===== src/rtl/uart_tx_framed.sv =====
// uart_tx_framed: UART transmitter with runtime baud divisor, parity,
// one/two stop bits and a small input FIFO. Frames go out LSB first and
// queued bytes follow each other with no idle clock between frames.
// Optional feature macro: UART_TX_PARITY_EN builds the PARITY state and
// honours parity_mode; without it parity_mode is ignored.
module uart_tx_framed #(
  parameter int DATA_WIDTH = 8,
  parameter int DIV_WIDTH  = 16,
  parameter int FIFO_DEPTH = 4
) (
  input  logic                          clk,
  input  logic                          reset_n,
  input  logic [DIV_WIDTH-1:0]          baud_div,
  input  logic [1:0]                    parity_mode,
  input  logic                          two_stop,
  input  logic                          tx_valid,
  input  logic [DATA_WIDTH-1:0]         tx_data,
  output logic                          tx_ready,
  output logic [$clog2(FIFO_DEPTH):0]   fifo_level,
  output logic                          tx_serial_out,
  output logic                          tx_active,
  output logic                          tx_done
);

  localparam int PW = $clog2(FIFO_DEPTH);
  localparam int BW = (DATA_WIDTH > 1) ? $clog2(DATA_WIDTH) : 1;

  typedef enum logic [2:0] {
    IDLE   = 3'd0,
    START  = 3'd1,
    DATA   = 3'd2,
`ifdef UART_TX_PARITY_EN
    PARITY = 3'd4,
`endif
    STOP   = 3'd3
  } state_t;

  // FIFO storage and pointers
  logic [DATA_WIDTH-1:0] mem_q [FIFO_DEPTH];
  logic [DATA_WIDTH-1:0] mem_d [FIFO_DEPTH];
  logic [PW-1:0]         wr_q, wr_d, rd_q, rd_d;
  logic [PW:0]           lvl_q, lvl_d;
  logic                  push, pop, fifo_empty;

  // Frame state
  state_t                state_q, state_d;
  logic [DIV_WIDTH-1:0]  cnt_q, cnt_d, div_q, div_d, div_eff;
  logic [BW-1:0]         bit_q, bit_d;
  logic                  stop2_q, stop2_d, two_q, two_d;
  logic [DATA_WIDTH-1:0] data_q, data_d;
  logic                  serial_q, serial_d, active_q, active_d, done_q, done_d;
  logic                  bit_end;
  logic                  par_en_q, par_en_d, par_odd_q, par_odd_d;

  assign fifo_empty    = (lvl_q == '0);
  assign tx_ready      = (lvl_q != (PW+1)'(FIFO_DEPTH));
  assign fifo_level    = lvl_q;
  assign push          = tx_valid && tx_ready;
  assign tx_serial_out = serial_q;
  assign tx_active     = active_q;
  assign tx_done       = done_q;

  // Divisors below 2 would leave no room for a bit boundary, so clamp them.
  assign div_eff = (baud_div < DIV_WIDTH'(2)) ? DIV_WIDTH'(2) : baud_div;
  assign bit_end = (cnt_q == div_q - 1'b1);

`ifdef UART_TX_PARITY_EN
  assign par_en_d  = pop ? (parity_mode == 2'b01 || parity_mode == 2'b10) : par_en_q;
  assign par_odd_d = pop ? (parity_mode == 2'b10) : par_odd_q;
`else
  logic unused_parity_mode;
  assign unused_parity_mode = ^parity_mode;
  assign par_en_d  = 1'b0;
  assign par_odd_d = 1'b0;
`endif

  // FIFO next state: write at wr pointer, read advance on pop, level tracks both
  always_comb begin
    mem_d = mem_q;
    wr_d  = wr_q;
    rd_d  = rd_q;
    lvl_d = lvl_q;
    if (push) begin
      mem_d[wr_q] = tx_data;
      wr_d        = wr_q + 1'b1;
    end
    if (pop) rd_d = rd_q + 1'b1;
    case ({push, pop})
      2'b10:   lvl_d = lvl_q + 1'b1;
      2'b01:   lvl_d = lvl_q - 1'b1;
      default: lvl_d = lvl_q;
    endcase
  end

  // Frame FSM; line/active/done are registered from the current state so the
  // line lags the state by one clock (push E0 -> pop E1 -> line falls E2).
  always_comb begin
    state_d  = state_q;
    cnt_d    = cnt_q + 1'b1;
    bit_d    = bit_q;
    stop2_d  = stop2_q;
    data_d   = data_q;
    div_d    = div_q;
    two_d    = two_q;
    pop      = 1'b0;
    serial_d = 1'b1;
    active_d = 1'b1;
    done_d   = 1'b0;
    case (state_q)
      IDLE: begin
        active_d = 1'b0;
        cnt_d    = '0;
        pop      = !fifo_empty;
      end
      START: begin
        serial_d = 1'b0;
        if (bit_end) begin
          cnt_d   = '0;
          bit_d   = '0;
          state_d = DATA;
        end
      end
      DATA: begin
        serial_d = data_q[bit_q];
        if (bit_end) begin
          cnt_d   = '0;
          stop2_d = 1'b0;
          if (bit_q == BW'(DATA_WIDTH-1)) begin
`ifdef UART_TX_PARITY_EN
            state_d = par_en_q ? PARITY : STOP;
`else
            state_d = STOP;
`endif
          end else begin
            bit_d = bit_q + 1'b1;
          end
        end
      end
`ifdef UART_TX_PARITY_EN
      PARITY: begin
        serial_d = par_odd_q ? ~^data_q : ^data_q;
        if (bit_end) begin
          cnt_d   = '0;
          state_d = STOP;
        end
      end
`endif
      STOP: begin
        if (bit_end) begin
          cnt_d = '0;
          if (two_q && !stop2_q) begin
            stop2_d = 1'b1;
          end else begin
            done_d  = 1'b1;
            pop     = !fifo_empty;
            state_d = IDLE;
          end
        end
      end
      default: begin
        state_d  = IDLE;
        serial_d = 1'bx;
        active_d = 1'bx;
        done_d   = 1'bx;
      end
    endcase
    // Frame start: capture the byte and this frame's line settings.
    if (pop) begin
      data_d  = mem_q[rd_q];
      div_d   = div_eff;
      two_d   = two_stop;
      cnt_d   = '0;
      state_d = START;
    end
  end

  // State and FIFO registers; reset flushes the FIFO and abandons any frame
  always_ff @(posedge clk or negedge reset_n) begin
    if (!reset_n) begin
      for (int i = 0; i < FIFO_DEPTH; i++) mem_q[i] <= '0;
      wr_q      <= '0;
      rd_q      <= '0;
      lvl_q     <= '0;
      state_q   <= IDLE;
      cnt_q     <= '0;
      bit_q     <= '0;
      stop2_q   <= 1'b0;
      data_q    <= '0;
      div_q     <= DIV_WIDTH'(2);
      two_q     <= 1'b0;
      par_en_q  <= 1'b0;
      par_odd_q <= 1'b0;
      serial_q  <= 1'b1;
      active_q  <= 1'b0;
      done_q    <= 1'b0;
    end else begin
      mem_q     <= mem_d;
      wr_q      <= wr_d;
      rd_q      <= rd_d;
      lvl_q     <= lvl_d;
      state_q   <= state_d;
      cnt_q     <= cnt_d;
      bit_q     <= bit_d;
      stop2_q   <= stop2_d;
      data_q    <= data_d;
      div_q     <= div_d;
      two_q     <= two_d;
      par_en_q  <= par_en_d;
      par_odd_q <= par_odd_d;
      serial_q  <= serial_d;
      active_q  <= active_d;
      done_q    <= done_d;
    end
  end

endmodule


===== config.mk =====
export PLATFORM = sky130hd
export DESIGN_NAME = uart_tx_framed
export DESIGN_NICKNAME = d
export VERILOG_FILES = /design/src/rtl/uart_tx_framed.sv
export SDC_FILE = /design/constraint.sdc
export NUM_CORES = 1
export LEC_CHECK = 0
export BUFFER_PORTS_ARGS = -buffer_cell sky130_fd_sc_hd__clkbuf_2
export CELL_PAD_IN_SITES_DETAIL_PLACEMENT = 1
export CELL_PAD_IN_SITES_GLOBAL_PLACEMENT = 2
export CORE_MARGIN = 5
export CORE_UTILIZATION = 41
export DETAILED_ROUTE_END_ITERATION = 6
export GPL_TIMING_DRIVEN = 0
export PLACE_DENSITY_LB_ADDON = 0.15
export SLEW_MARGIN = 25
export SYNTH_ARGS = -nofsm -noshare
export SYNTH_HDL_FRONTEND = slang
export SYNTH_SLANG_ARGS = --single-unit

===== constraint.sdc =====
create_clock -name clk -period 5.4 [get_ports clk]
set_clock_uncertainty 0.15 [all_clocks]
set_input_delay 0.54 -clock clk [delete_from_list [all_inputs] [get_ports clk]]
set_output_delay 0.54 -clock clk [all_outputs]
set_load 0.02 [all_outputs]

# Word level (Yosys, flattened, before mapping)
# Index checks and enable logic that the tools add are counted.
# op_classes
addsub,7
n_lt_le_gt_ge,5
eq_ne,19
n_mux,36
n_bitwise,2
reduce_logical,16
# op_table
operator,count
16-bit two-way mux,3
32-bit bitwise mux,1
16-bit case mux with 2 select lines,1
3-bit two-way mux,9
8-bit two-way mux,3
3-bit inequality test (second input constant),6
16-bit by 1-bit adder with 16-bit output (second input constant),1
8-bit binary-select mux with 2-bit select,1
8-bit demux with 2-bit select,1
16-bit == test,1
16-bit by 2-bit less-than comparator with 1-bit output (second input constant),1
16-bit by 1-bit subtractor with 16-bit output (second input constant),1
2-bit inequality test (second input constant),6
3-bit case mux with 2 select lines,2
3-bit case mux with 4 select lines,1
1-bit two-way mux,8
1-bit case mux with 2 select lines,4
4-bit AND reduction,2
3-bit by 1-bit adder with 3-bit output (second input constant),2
3-bit by 2-bit == test with 1-bit output (second input constant),2
3-bit >= comparator (second input constant),2
3-bit zero test,2
2-bit inverter with 3-bit output,2
6-bit AND reduction,1
other kinds (15),22
# totals
ff_bits,90

# Longest topological paths before layout
# logic_depth
ltp_word,7
depth_mapped,17

# Worst setup path after synthesis
# Ideal clock, no wire load.
# synth_path
path_type,register to register
from,reg div_q[6]
to,reg lvl_q[2] (netlist: fifo_level[2])
t_arrival_ns,3.942
t_required_ns,5.170
setup_slack_ns,1.228
stages_incl_launch_ff,16
synth_period_minus_slack_ns,4.172
cell_sequence,dfrtp_1 -> or4_1 -> or4b_1 -> or3_4 -> a2111oi_4 -> nand4b_4 -> nor3_4 -> o21ai_2 -> inv_6 -> buf_12 -> ha_1 -> inv_1 -> fa_1 -> xor2_1 -> nor2_1 -> xor2_1
# synth_via
elab_chain_len,6
# synth_lines
element,line,text
"start, declared",47,"logic [DIV_WIDTH-1:0] cnt_q, cnt_d, div_q, div_d, div_eff;"
"start signal, assigned",206,div_q <= div_d;
16-bit by 1-bit subtractor with 16-bit output (*),65,assign bit_end = (cnt_q == div_q - 1'b1);
16-bit == test (*),65,
1-bit two-way mux (*),149,if (bit_end) begin
1-bit case mux with 2 select lines (*),109,case (state_q)
2-bit by 1-bit == test with 1-bit output or 2-bit == test (tied branches),88,"case ({push, pop})"
3-bit case mux with 2 select lines or 2-bit nonzero test (tied branches),n/a,
"end signal, assigned",200,lvl_q <= lvl_d;
"end, declared",42,"logic [PW:0] lvl_q, lvl_d;"
# Mark *: on every way between the ends. The rest lies on a longest branch, timed or not.
# A chain may end at the register's enable or synchronous reset.

# Worst setup path in the final report
# Same ends and word-level chain as after synthesis.

==> metrics.txt <==
Remaining DRCs=0; largest cells by area after synthesis=dfrtp_1 (47%), mux2_2 (8.8%), mux4_2 (4.9%), xnor2_1 (4.0%), xor2_1 (3.6%); routed via count=3005; CORE AREA=10900 µm²; Startpoint Class=flop; Syn Nets=416; number of flops mapped to enable cells by yosys=0; DP Area=5000 µm²; die area=13500 µm²; Clk pwr share=21.0%; input/output buffers=34; Final nets=463; initial antenna violation count=0; Worst Tran Pin Value=838 ps; Initial Util=42.2%; post-synth top area share=47.2%; CP endpoint kind=flop; die height=116 µm; hpwl dp=7640 µm; WL final=10500 µm; Register-to-Register Path Depth=15; synthesis warning total=0; GPL Wtd Cong=0.741; PD cells=590 nW/µm²; Util after Layout=48.6%; FF-to-FF setup slack=830 ps; Final ANT Viol Nets=0; CTS tree=built; IO Pins=37; Pre-Repair DR Iteration Count=4; Worst Hold Path Cells=2; Async SR Flop Fraction=100%; Post-synth top cells=dfrtp_1 (87), mux2_2 (36), nor2_1 (27); switching part of the total=36.1%; sequential area share after synthesis=48.3%; Reg clk slew, reported paths=70 ps; Cell Area, Synth=4610 µm²; first-pass GRT wire length=17400 µm; status=finished clean; fmax=0.219 GHz; Root Buffer=clkbuf_16; Int Pwr=2000 µW; max-slew violations=0; Min-Delay Path Class=in -> reg; area leader, netlist=dfrtp_1; vias in the first global route=3270; Power Total=3130 µW; Setup TNS=0 ps; largest net degree at the start of global routing=63; Final Instance Area=5320 µm²; net load switching power=1130 µW; initial drt markers=103; RSZ-0062 raised after global routing=false; cell leakage power=0.00234 µW; grt ovf=0; CTS Buffer Depth=2; Hold Crit Start=baud_div[11]; R2R Path End=fifo_level[2]; most frequent cell after synthesis=dfrtp_1; H-tree Lvls=3; Diodes inserted=0; Syn Inst Count=372; Max FO, Critical Path=10; share of layout cells above drive strength 1=28.3%; power share of the combinational group=41.6%; P&R area growth vs syn=15.2%; Reg power frac=37.4%; Final setup viols=0; worst path required time=5520 ps; Worst R2R Start=div_q[6]; worst skew pair latency=350 ps; Hold Vio Cnt, Final=0; synthesized flop and latch total=89; hold endpoint=div_q[11]; row count=38; Mapped Avg Cell Area=12.4 µm²; Routed WL per cell=18.5 µm; Max VDD drop=0.229 mV; gr usage total=17.0%; Post CTS Setup Buffer Count=0; ys flop type=dfrtp_1; maxcap violations=0; fin crit period=4570 ps; Worst EP arrival=4690 ps; Worst slew margin=44.1%; clock sink count=89; Die Span X=116 µm; Synth cell types=52; crit path kind=reg -> reg; vias per std cell=5.33; part of the cycle the worst path needs=84.6%; CTS buffer count=9
repair_timing:
action,4_1_cts,5_1_grt
hold endpoints to repair,27,0
gates resized for setup,0,0
hold buffers,1,0
flip-flops by register name, summed over array words and instances, names as in the netlist:
| name | count |
|---|---|
| state_q | 2 |
| fifo_level | 3 |
| tx_serial_out | 1 |
| data_q | 8 |
| rd_q | 2 |
| stop2_q | 1 |
| mem_q | 32 |
| div_q | 16 |
| bit_q | 3 |
| cnt_q | 16 |
| tx_done | 1 |
| wr_q | 2 |
| two_q | 1 |
| tx_active | 1 |
layer usage:
layer / part of all wire (%) / vias up / global-route usage (%)
met3: 3.8 / 8 / 4.40
li1: - / 1410 / -
met4: 0.98 / 0 / 4.41
met1: 51 / 1547 / 24.6
met5: 0 / - / 0
met2: 44 / 40 / 25.7
worst max-delay path, cell delays in order (launching register included):
cell and delay, ps:
dfrtp_1 450, or4_1 610, or4b_1 550, or3_4 360
a2111oi_4 390, nand4b_4 210, nor3_4 290, o21ai_2 150
inv_6 140, buf_12 160, ha_1 190, inv_1 60
fa_1 370, xor2_1 150, nor2_1 110, xor2_1 150
power by group through the flow:
stage / logic, µW / registers [µW] / clock network [µW]
6_report: 1300 / 1170 / 657
5_1_grt: 1440 / 1220 / 703
4_1_cts: 1330 / 1180 / 673
3_5_place_dp: 1310 / 1190 / 0
3_3_place_gp: 1270 / 1170 / 0
2_1_floorplan: 1020 / 1140 / 0
how the worst max path moves through the flow:
stage          startpoint             to
5_1_grt          div_q[6]  fifo_level[2]
3_3_place_gp     div_q[6]  fifo_level[2]
2_1_floorplan    div_q[6]  fifo_level[2]
6_report         div_q[6]  fifo_level[2]
3_5_place_dp     div_q[6]  fifo_level[2]
4_1_cts          div_q[6]  fifo_level[2]
cells by family (layout without fill, tap and decap cells):
logic type	count (synthesis)	count (layout)	share of synthesized area, %
XOR/XNOR	40	40	7.59
AND/OR/NAND/NOR	100	100	11.5
adder cells (fa/ha/maj)	14	14	3.96
AO/OA/AOI/OAI	27	27	4.64
flip-flops	89	89	48.3
multiplexers	73	73	20.8
buffers and inverters	29	81	3.20
area by class of cell:
type,count,area (µm²)
tap,140,175
inverter,20,80.1
timing repair buffer,36,216
sequential,89,2230
buffer,9,67.6
clock inverter,7,83.8
fill,1178,5620
clock buffer,9,225
multi-input combinational,254,2240
cell usage in the layout (no fill, tap or decap), types with 2 or more instances in the layout:
master / n
o211ai_1: 4
xor2_1: 19
dfrtp_1: 87
a21oi_1: 3
inv_1: 19
mux2i_1: 6
o31ai_1: 3
nand2_1: 20
dfstp_2: 2
mux2_4: 9
clkbuf_2: 33
o21ai_0: 4
mux2_1: 12
buf_1: 2
nor3_1: 7
xnor2_1: 21
clkbuf_1: 4
buf_12: 2
nand4_1: 7
nor2b_1: 2
mux2_2: 36
or4_1: 3
mux4_2: 10
nand3_1: 11
nor4_1: 5
or3_1: 3
nor2_1: 27
inv_6: 4
nand2b_1: 2
and2_1: 2
clkbuf_16: 9
and3_1: 4
o21a_1: 2
ha_1: 13
metrics by stage:
stage / std cells / setup WS (ps) / hold slack (ps)
after detailed placement: 547 / 849 / 298
after floorplan: 372 / 1230 / 94.4
after global routing: 564 / 628 / 277
final: 564 / 830 / 271
after CTS: 564 / 798 / 266
after global placement: 546 / 905 / 320
Note: power is estimated with default switching activity, not from simulation.
